===== config.mk =====
export PLATFORM = sky130hd
export DESIGN_NAME = instr_mem_loader
export DESIGN_NICKNAME = d
export VERILOG_FILES = /design/src/rtl/instr_mem_loader.sv
export SDC_FILE = /design/constraint.sdc
export NUM_CORES = 1
export LEC_CHECK = 0
export ABC_AREA = 1
export BUFFER_PORTS_ARGS = -buffer_cell sky130_fd_sc_hd__buf_2
export CORE_MARGIN = 10
export CORE_UTILIZATION = 35
export CTS_CLUSTER_DIAMETER = 100
export DETAILED_ROUTE_END_ITERATION = 16
export PLACE_DENSITY_LB_ADDON = 0.12
export REMOVE_ABC_BUFFERS = 1
export SYNTH_ARGS = -nofsm -noshare
export SYNTH_HDL_FRONTEND = slang
export SYNTH_SLANG_ARGS = --single-unit

===== constraint.sdc =====
create_clock -name clk -period 5.26 [get_ports clk]
set_clock_uncertainty 0.15 [all_clocks]
set_input_delay 1.052 -clock clk [delete_from_list [all_inputs] [get_ports clk]]
set_output_delay 1.052 -clock clk [all_outputs]
set_load 0.05 [all_outputs]

===== src/rtl/instr_mem_loader.sv =====
// instr_mem_loader: streams a program image into the instruction memory write
// port, checks the trailing checksum word, and holds the CPU while loading.
module instr_mem_loader #(
  parameter int ADDR_W        = 20,
  parameter int DATA_W        = 16,
  parameter int HOLD_AT_RESET = 0
) (
  input  logic              clk,
  input  logic              rst,
  input  logic              start,
  input  logic [ADDR_W-1:0] baseAddr,
  input  logic [ADDR_W:0]   wordCount,
  input  logic              inValid,
  input  logic [DATA_W-1:0] inData,
  output logic              inReady,
  output logic [ADDR_W-1:0] writeAddress,
  output logic [DATA_W-1:0] writeData,
  output logic              writeEnable,
  output logic              busy,
  output logic              done,
  output logic              error,
  output logic              cpuHold
);

  typedef enum logic [2:0] {
    S_IDLE,
    S_LOAD,
    S_CHECK,
    S_DONE,
    S_ERROR
  } state_t;

  localparam logic HOLD_BIT = (HOLD_AT_RESET != 0);

  state_t              state_reg;
  logic [ADDR_W-1:0]   base_reg;
  logic [ADDR_W:0]     count_reg;
  logic [ADDR_W:0]     index_reg;
  logic [DATA_W-1:0]   sum_reg;
  logic                loaded_reg;
  logic                handshake;
  logic                last_word;

  // Status outputs are straight decodes of the state register.
  assign inReady   = (state_reg == S_LOAD) || (state_reg == S_CHECK);
  assign busy      = inReady;
  assign done      = (state_reg == S_DONE);
  assign error     = (state_reg == S_ERROR);
  assign cpuHold   = busy | (HOLD_BIT & ~loaded_reg) | error;

  assign handshake = inValid && inReady;
  assign last_word = (index_reg == (count_reg - 1'b1));

  // Loader FSM: latches the job on start, drives the registered write port
  // during LOAD, and resolves the checksum in CHECK.
  always_ff @(posedge clk) begin
    if (rst) begin
      state_reg    <= S_IDLE;
      base_reg     <= '0;
      count_reg    <= '0;
      index_reg    <= '0;
      sum_reg      <= '0;
      loaded_reg   <= 1'b0;
      writeAddress <= '0;
      writeData    <= '0;
      writeEnable  <= 1'b0;
    end else begin
      // The write strobe is a single-cycle pulse unless re-armed below.
      writeEnable <= 1'b0;
      unique case (state_reg)
        S_IDLE, S_DONE, S_ERROR: begin
          if (start) begin
            base_reg  <= baseAddr;
            count_reg <= wordCount;
            index_reg <= '0;
            sum_reg   <= '0;
            state_reg <= (wordCount != '0) ? S_LOAD : S_CHECK;
          end
        end
        S_LOAD: begin
          if (handshake) begin
            // Address addition truncates to ADDR_W, so the image wraps.
            writeAddress <= base_reg + index_reg[ADDR_W-1:0];
            writeData    <= inData;
            writeEnable  <= 1'b1;
            sum_reg      <= sum_reg + inData;
            index_reg    <= index_reg + 1'b1;
            if (last_word) begin
              state_reg <= S_CHECK;
            end
          end
        end
        S_CHECK: begin
          if (handshake) begin
            if (inData == sum_reg) begin
              state_reg  <= S_DONE;
              loaded_reg <= 1'b1;
            end else begin
              state_reg <= S_ERROR;
            end
          end
        end
        default: state_reg <= S_IDLE;
      endcase
    end
  end

endmodule


==> results of run 1 <==
[power groups by stage]
stage	Clock (mW)	Combinational, mW	Sequential, mW
floorplan	0	1.09	1.39
finish	1.18	1.70	1.20
detailed placement	0	1.72	1.22
global placement	0	1.71	1.22
global route	1.26	1.93	1.23
CTS	1.21	1.73	1.21
[area by class of cell]
cell class	count	area share
Clock buffer	18	0.0498
Multi-Input combinational cell	800	0.498
Tap cell	270	0.0392
Timing Repair Buffer	108	0.0645
Sequential cell	118	0.274
Clock inverter	14	0.0186
Inverter	126	0.0555
[worst reg2reg max path, stage by stage, from the launching register on]
cell	delay [ns]
dfxtp_1	0.41
ha_1	0.30
inv_1	0.11
fa_1	0.40
inv_1	0.11
nand3_1	0.07
nand2_1	0.11
a21oi_1	0.12
o21ai_1	0.34
a21boi_0	0.20
or2_1	0.25
nand3_1	0.07
o211ai_1	0.09
inv_1	0.08
[through the flow]
stage,instance area [sq um],instances,setup WS [ns],hold slack (ns)
3_5_place_dp,8020,1422,2.03,0.311
6_report,8610,1454,2.19,0.319
4_1_cts,8610,1454,2.12,0.321
3_3_place_gp,8020,1422,2.09,0.309
2_1_floorplan,7120,1044,0.901,0.289
5_1_grt,8610,1454,2.00,0.339
[layer usage]
| layer | up-vias | GRT usage |
|---|---|---|
| met5 | - | 0 |
| met4 | 0 | 0.0516 |
| met3 | 19 | 0.0370 |
| met2 | 139 | 0.264 |
| met1 | 3206 | 0.200 |
| li1 | 3739 | - |
[layout by cell type (no fill, tap or decap), types with 4 or more instances in the layout]
cell,Yosys,routed
o21ai_1,5,5
o21ai_0,110,110
nor4_1,11,11
inv_1,118,117
buf_2,9,102
nand4_1,16,16
a211oi_1,4,4
nand3_1,55,55
or2_2,5,5
nand2_1,176,176
a21oi_1,84,84
nand3b_1,8,8
dfxtp_1,118,118
ha_1,36,36
buf_4,1,6
a31oi_1,6,6
o21bai_1,6,6
nand2_2,7,7
o211ai_1,9,9
nor2_4,3,4
nor3_1,9,9
xnor2_1,13,13
inv_2,4,5
xor2_1,19,19
clkbuf_16,0,17
nor2_2,5,6
nor2_1,183,181
clkinv_2,0,6
[logic make-up after synthesis]
family,synth area share
fa+ha+maj,0.0676
compound gates,0.179
flops,0.325
buf+inv,0.0855
xor+xnor,0.0386
simple gates,0.304
[worst paths after layout]
kind | endpoint | slack [ns] | cells after the start
min reg2reg | sum_reg[13]$_SDFFE_PP0P_ | 0.32 | 2
max | cpuHold | 2.19 | 8
min | sum_reg[13]$_SDFFE_PP0P_ | 0.32 | 2
max reg2reg | writeAddress[10]$_SDFFE_PP0P_ | 2.39 | 13
==> results.sh, run 1 <==
export IMPL_status="completed"
export IMPL_place_congestion=0.876
export IMPL_nets=1270
export IMPL_cpMaxStageDelayCell="dfxtp_1"
export IMPL_io_pins=103
export IMPL_grt_usage=0.159
export IMPL_drtAntennaViolNets=0
export IMPL_start_util=0.358
export IMPL_synthCells=1078
export IMPL_start_kind="flip-flop"
export IMPL_worstPathCellList="inv_1 -> nand2_2 -> nor2_4 -> inv_2 -> nand2_1 -> inv_1 -> o21ai_0 -> buf_2"
export IMPL_die_x_microns=164
export IMPL_netlist_area_leader_share=0.325
export IMPL_antenna_found_initial=0
export IMPL_fin_util=0.424
export IMPL_fin_crit_ns=3.07
export IMPL_crit_start="state_reg[2]$_SDFFE_PP0P_"
export IMPL_yosys_most_used_dff="dfxtp_1"
export IMPL_vias=7103
export IMPL_fill_cells=2237
export IMPL_p_seq_frac=0.294
export IMPL_wl_met3_microns=1050
export IMPL_cts_sinks=118
export IMPL_critPathMaxStageDelay_ns=0.33
export IMPL_synth_common_cells="183 x nor2_1, 176 x nand2_1, 118 x dfxtp_1, 118 x inv_1, 110 x o21ai_0"
export IMPL_maxCapViolations=0
export IMPL_seq_area_sq_mm=0.00236
export IMPL_critPathKind="reg2out"
export IMPL_via_per_inst=4.89
export IMPL_multi_input_area_sq_mm=0.00429
export IMPL_post_cts_buffers=0
export IMPL_async_reset_ff_frac=0
export IMPL_synth_edf_count=0
export IMPL_worstReg2RegStart="index_reg[0]$_SDFFE_PP0P_"
export IMPL_period_share=0.585
export IMPL_yosys_warnings=0
export IMPL_power_share_switching=0.437
export IMPL_crit_path_frequent_cell="inv_1"
export IMPL_htree_num_levels=4
export IMPL_grt_pass1_wl_microns=34500
export IMPL_p_clk_frac=0.290
export IMPL_maxUsedRoutingLayer="met4"
export IMPL_post_synth_top_area_cell="dfxtp_1"
export IMPL_post_drt_wl_per_cell_microns=14.6
export IMPL_wl_met1_microns=9910
export IMPL_dr_first_iter_drc_count=440
export IMPL_cts_resized=0
export IMPL_path_clk_slew_ns=0.06
export IMPL_min_from="sum_reg[13]$_SDFFE_PP0P_"
export IMPL_die_h_microns=164
export IMPL_switchingPower_mw=1.79
export IMPL_comb_power_share=0.416
export IMPL_end_kind="output port"
export IMPL_ys_types=48
export IMPL_layout_drive_gt1_share=0.155
export IMPL_ctsHoldBuffers=0
export IMPL_worstSkewPairLatency_ns=0.43
export IMPL_cts_inserted_buffers=17
export IMPL_tightest_slew_ns=0.858
export IMPL_slew_limit_headroom=0.427
export IMPL_cts_root_buf="clkbuf_16"
export IMPL_dp_hpwl_microns=15900
export IMPL_dr_wl_met2_microns=10000
export IMPL_arrival_ns=1.87
export IMPL_p_leak_nw=4.15
export IMPL_ctsLongestPathBuffers=2
export IMPL_yosys_register_bits=118
export IMPL_yosysMostFrequentCell="nor2_1"
export IMPL_crit_path_max_fanout=6
export IMPL_grt_max_degree=58
export IMPL_p_int_mw=2.30
export IMPL_peakVddDrop_mv=0.217
export IMPL_syn_avg_cell_area_sq_um=6.74
export IMPL_overflow=0
export IMPL_core_area_sq_mm=0.0203
export IMPL_hold_viol_final=0
export IMPL_synthTopCellsByArea="dfxtp_1 33%, nor2_1 9.5%, nand2_1 9.1%, o21ai_0 7.6%, ha_1 6.2%"
export IMPL_final_setup_viol_count=0
export IMPL_powerDensity_mw_per_mm2=475
export IMPL_rows=52
export IMPL_grt_pass1_vias=6731
export IMPL_synth_area_sq_mm=0.00726
export IMPL_total_power_mw=4.09
export IMPL_min_path_type="reg2reg"
export IMPL_required_ns=4.06
export IMPL_routed_wl_microns=21200
export IMPL_clock_fmax_ghz=0.325
export IMPL_ys_seq_area_frac=0.325
export IMPL_syn_to_final_growth_pct=18.6
export IMPL_drc=0
export IMPL_rsz0062_at_grt="false"
export IMPL_final_max_slew_violation_count=0
export IMPL_crit_buf_inv=4
export IMPL_tns_ns=0
export IMPL_cts_tree="done"
export IMPL_critical_path_top_delay_family="buffers and inverters"
export IMPL_io_buffers=102
export IMPL_die_area_sq_mm=0.0269
export IMPL_antenna_cells=0
export IMPL_first_pass_iters=7
Note: power is estimated with default switching activity, not from simulation.
==> run 2, diff against run 1 <==
==> constraint.sdc (replaced) <==
create_clock -name clk -period 3.03 [get_ports clk]
set_clock_uncertainty 0.15 [all_clocks]
set_input_delay 0.606 -clock clk [delete_from_list [all_inputs] [get_ports clk]]
set_output_delay 0.606 -clock clk [all_outputs]
set_load 0.05 [all_outputs]
==> results.sh, run 2 (synthesized netlist as in run 1, its figures left out) <==
export IMPL_arrival_ns=2.86
export IMPL_antenna_cells=0
export IMPL_syn_to_final_growth_pct=20.3
export IMPL_setup_ws_ns=0.389
export IMPL_die_area_sq_mm=0.0269
export IMPL_powerDensity_mw_per_mm2=841
export IMPL_worstSkewPairLatency_ns=0.43
export IMPL_die_x_microns=164
export IMPL_cts_inserted_buffers=17
export IMPL_die_h_microns=164
export IMPL_rr_endpoint="writeAddress[10]$_SDFFE_PP0P_"
export IMPL_io_buffers=102
export IMPL_start_util=0.358
export IMPL_dpl_worst_slack_ns=0.277
export IMPL_r2r_setup_slack_ns=0.39
export IMPL_rows=52
export IMPL_grt_pass1_wl_microns=35100
export IMPL_p_leak_nw=4.22
export IMPL_final_setup_viol_count=0
export IMPL_worstReg2RegStart="index_reg[0]$_SDFFE_PP0P_"
export IMPL_crit_start="index_reg[0]$_SDFFE_PP0P_"
export IMPL_cts_resized=0
export IMPL_rsz0062_at_grt="false"
export IMPL_fin_util=0.430
export IMPL_start_kind="flip-flop"
export IMPL_final_max_slew_violation_count=0
export IMPL_dp_hpwl_microns=16100
export IMPL_crit_end="writeAddress[10]$_SDFFE_PP0P_"
export IMPL_period_share=0.872
export IMPL_fin_crit_ns=2.64
export IMPL_grt_pass1_vias=6993
export IMPL_cts_tree="done"
export IMPL_peakVddDrop_mv=0.411
export IMPL_end_kind="flip-flop"
export IMPL_tightest_slew_ns=0.610
export IMPL_drc=0
export IMPL_layout_commonest_cell="nor2_1"
export IMPL_maxCapViolations=0
export IMPL_ctsLongestPathBuffers=2
export IMPL_cts_root_buf="clkbuf_16"
export IMPL_critPathKind="reg2reg"
export IMPL_path_clk_slew_ns=0.06
export IMPL_cts_sinks=118
export IMPL_crit_path_max_fanout=4
export IMPL_clock_fmax_ghz=0.379
export IMPL_overflow=0
export IMPL_min_path_type="in2reg"
export IMPL_io_pins=103
export IMPL_slew_limit_headroom=0.590
export IMPL_antenna_found_initial=0
export IMPL_drtAntennaViolNets=0
export IMPL_vias=7138
export IMPL_layout_common_cells="181 x nor2_1, 176 x nand2_1, 118 x dfxtp_1, 117 x inv_1, 110 x o21ai_0"
export IMPL_nets=1275
export IMPL_post_drt_wl_per_cell_microns=14.5
export IMPL_ctsHoldBuffers=0
export IMPL_required_ns=3.25
export IMPL_first_pass_iters=7
export IMPL_post_cts_buffers=0
export IMPL_via_per_inst=4.89
export IMPL_core_area_sq_mm=0.0203
export IMPL_dr_first_iter_drc_count=418
export IMPL_hold_viol_final=0
export IMPL_reg2regPathDepth=13
export IMPL_layout_drive_gt1_share=0.159
export IMPL_htree_num_levels=4
export IMPL_routed_wl_microns=21100
export IMPL_status="completed"
export IMPL_grt_usage=0.161
export IMPL_place_congestion=0.859
export IMPL_grt_max_degree=44
run 2: cell count changes in the layout (fill, tap and decap cells not counted), sizes merged:
cell	before	now
buf	108	113
bufinv	3	5
clkbuf	18	17
clkinv	11	10
clkinvlp	3	2
inv	123	124
run 2: routing by layer:
metal	vias up	track usage	share of wire
met5	-	0	0
li1	3755	-	-
met1	3228	0.204	0.47
met2	135	0.267	0.47
met4	0	0.0447	0.012
met3	20	0.0373	0.051
run 2: final cells by class:
class                      instances  area [sq um]
clock buffer                      17           425
multi-input combinational        800          4290
clock inverter                    15           228
timing repair buffer             113           618
sequential                       118          2360
fill                            2201         11600
inverter                         126           478
tap                              270           338
run 2: critical path, cell delays in order (launching register included):
cell	delay, ns
dfxtp_1	0.38
ha_1	0.23
inv_1	0.10
fa_1	0.41
inv_1	0.11
nand3_1	0.07
nand2_1	0.11
a21oi_1	0.13
o21ai_1	0.29
a21boi_0	0.17
or2_1	0.23
nand3_1	0.06
o211ai_1	0.08
inv_1	0.07
run 2: power breakdown:
group / internal (mW) / switching (mW) / total, mW
clock network: 1.46 / 0.798 / 2.26
registers: 1.86 / 0.226 / 2.09
logic: 0.885 / 2.12 / 3.00
run 2: worst min path at each step:
| stage | start | endpoint | slack (ns) | depth (start not counted) |
|---|---|---|---|---|
| final | baseAddr[12] | base_reg[12]$_SDFFE_PP0P_ | 0.25 | 3 |
| after global routing | baseAddr[11] | base_reg[11]$_SDFFE_PP0P_ | 0.25 | 3 |
| after CTS | baseAddr[19] | base_reg[19]$_SDFFE_PP0P_ | 0.24 | 3 |
| after detailed placement | sum_reg[14]$_SDFFE_PP0P_ | sum_reg[14]$_SDFFE_PP0P_ | 0.31 | 2 |
| after global placement | sum_reg[13]$_SDFFE_PP0P_ | sum_reg[13]$_SDFFE_PP0P_ | 0.31 | 2 |
| after floorplan | sum_reg[0]$_SDFFE_PP0P_ | sum_reg[0]$_SDFFE_PP0P_ | 0.29 | 2 |
run 2: through the flow:
| stage | power (mW) | instances | TNS, ns | cell area [sq um] | hold WS (ns) |
|---|---|---|---|---|---|
| global route | 7.90 | 1459 | 0 | 8740 | 0.246 |
| global placement | 5.13 | 1427 | 0 | 8080 | 0.310 |
| CTS | 7.44 | 1459 | 0 | 8740 | 0.236 |
| detailed placement | 5.14 | 1427 | 0 | 8080 | 0.311 |
| floorplan | 4.31 | 1044 | -41.35 | 7120 | 0.289 |
| finish | 7.35 | 1459 | 0 | 8740 | 0.252 |
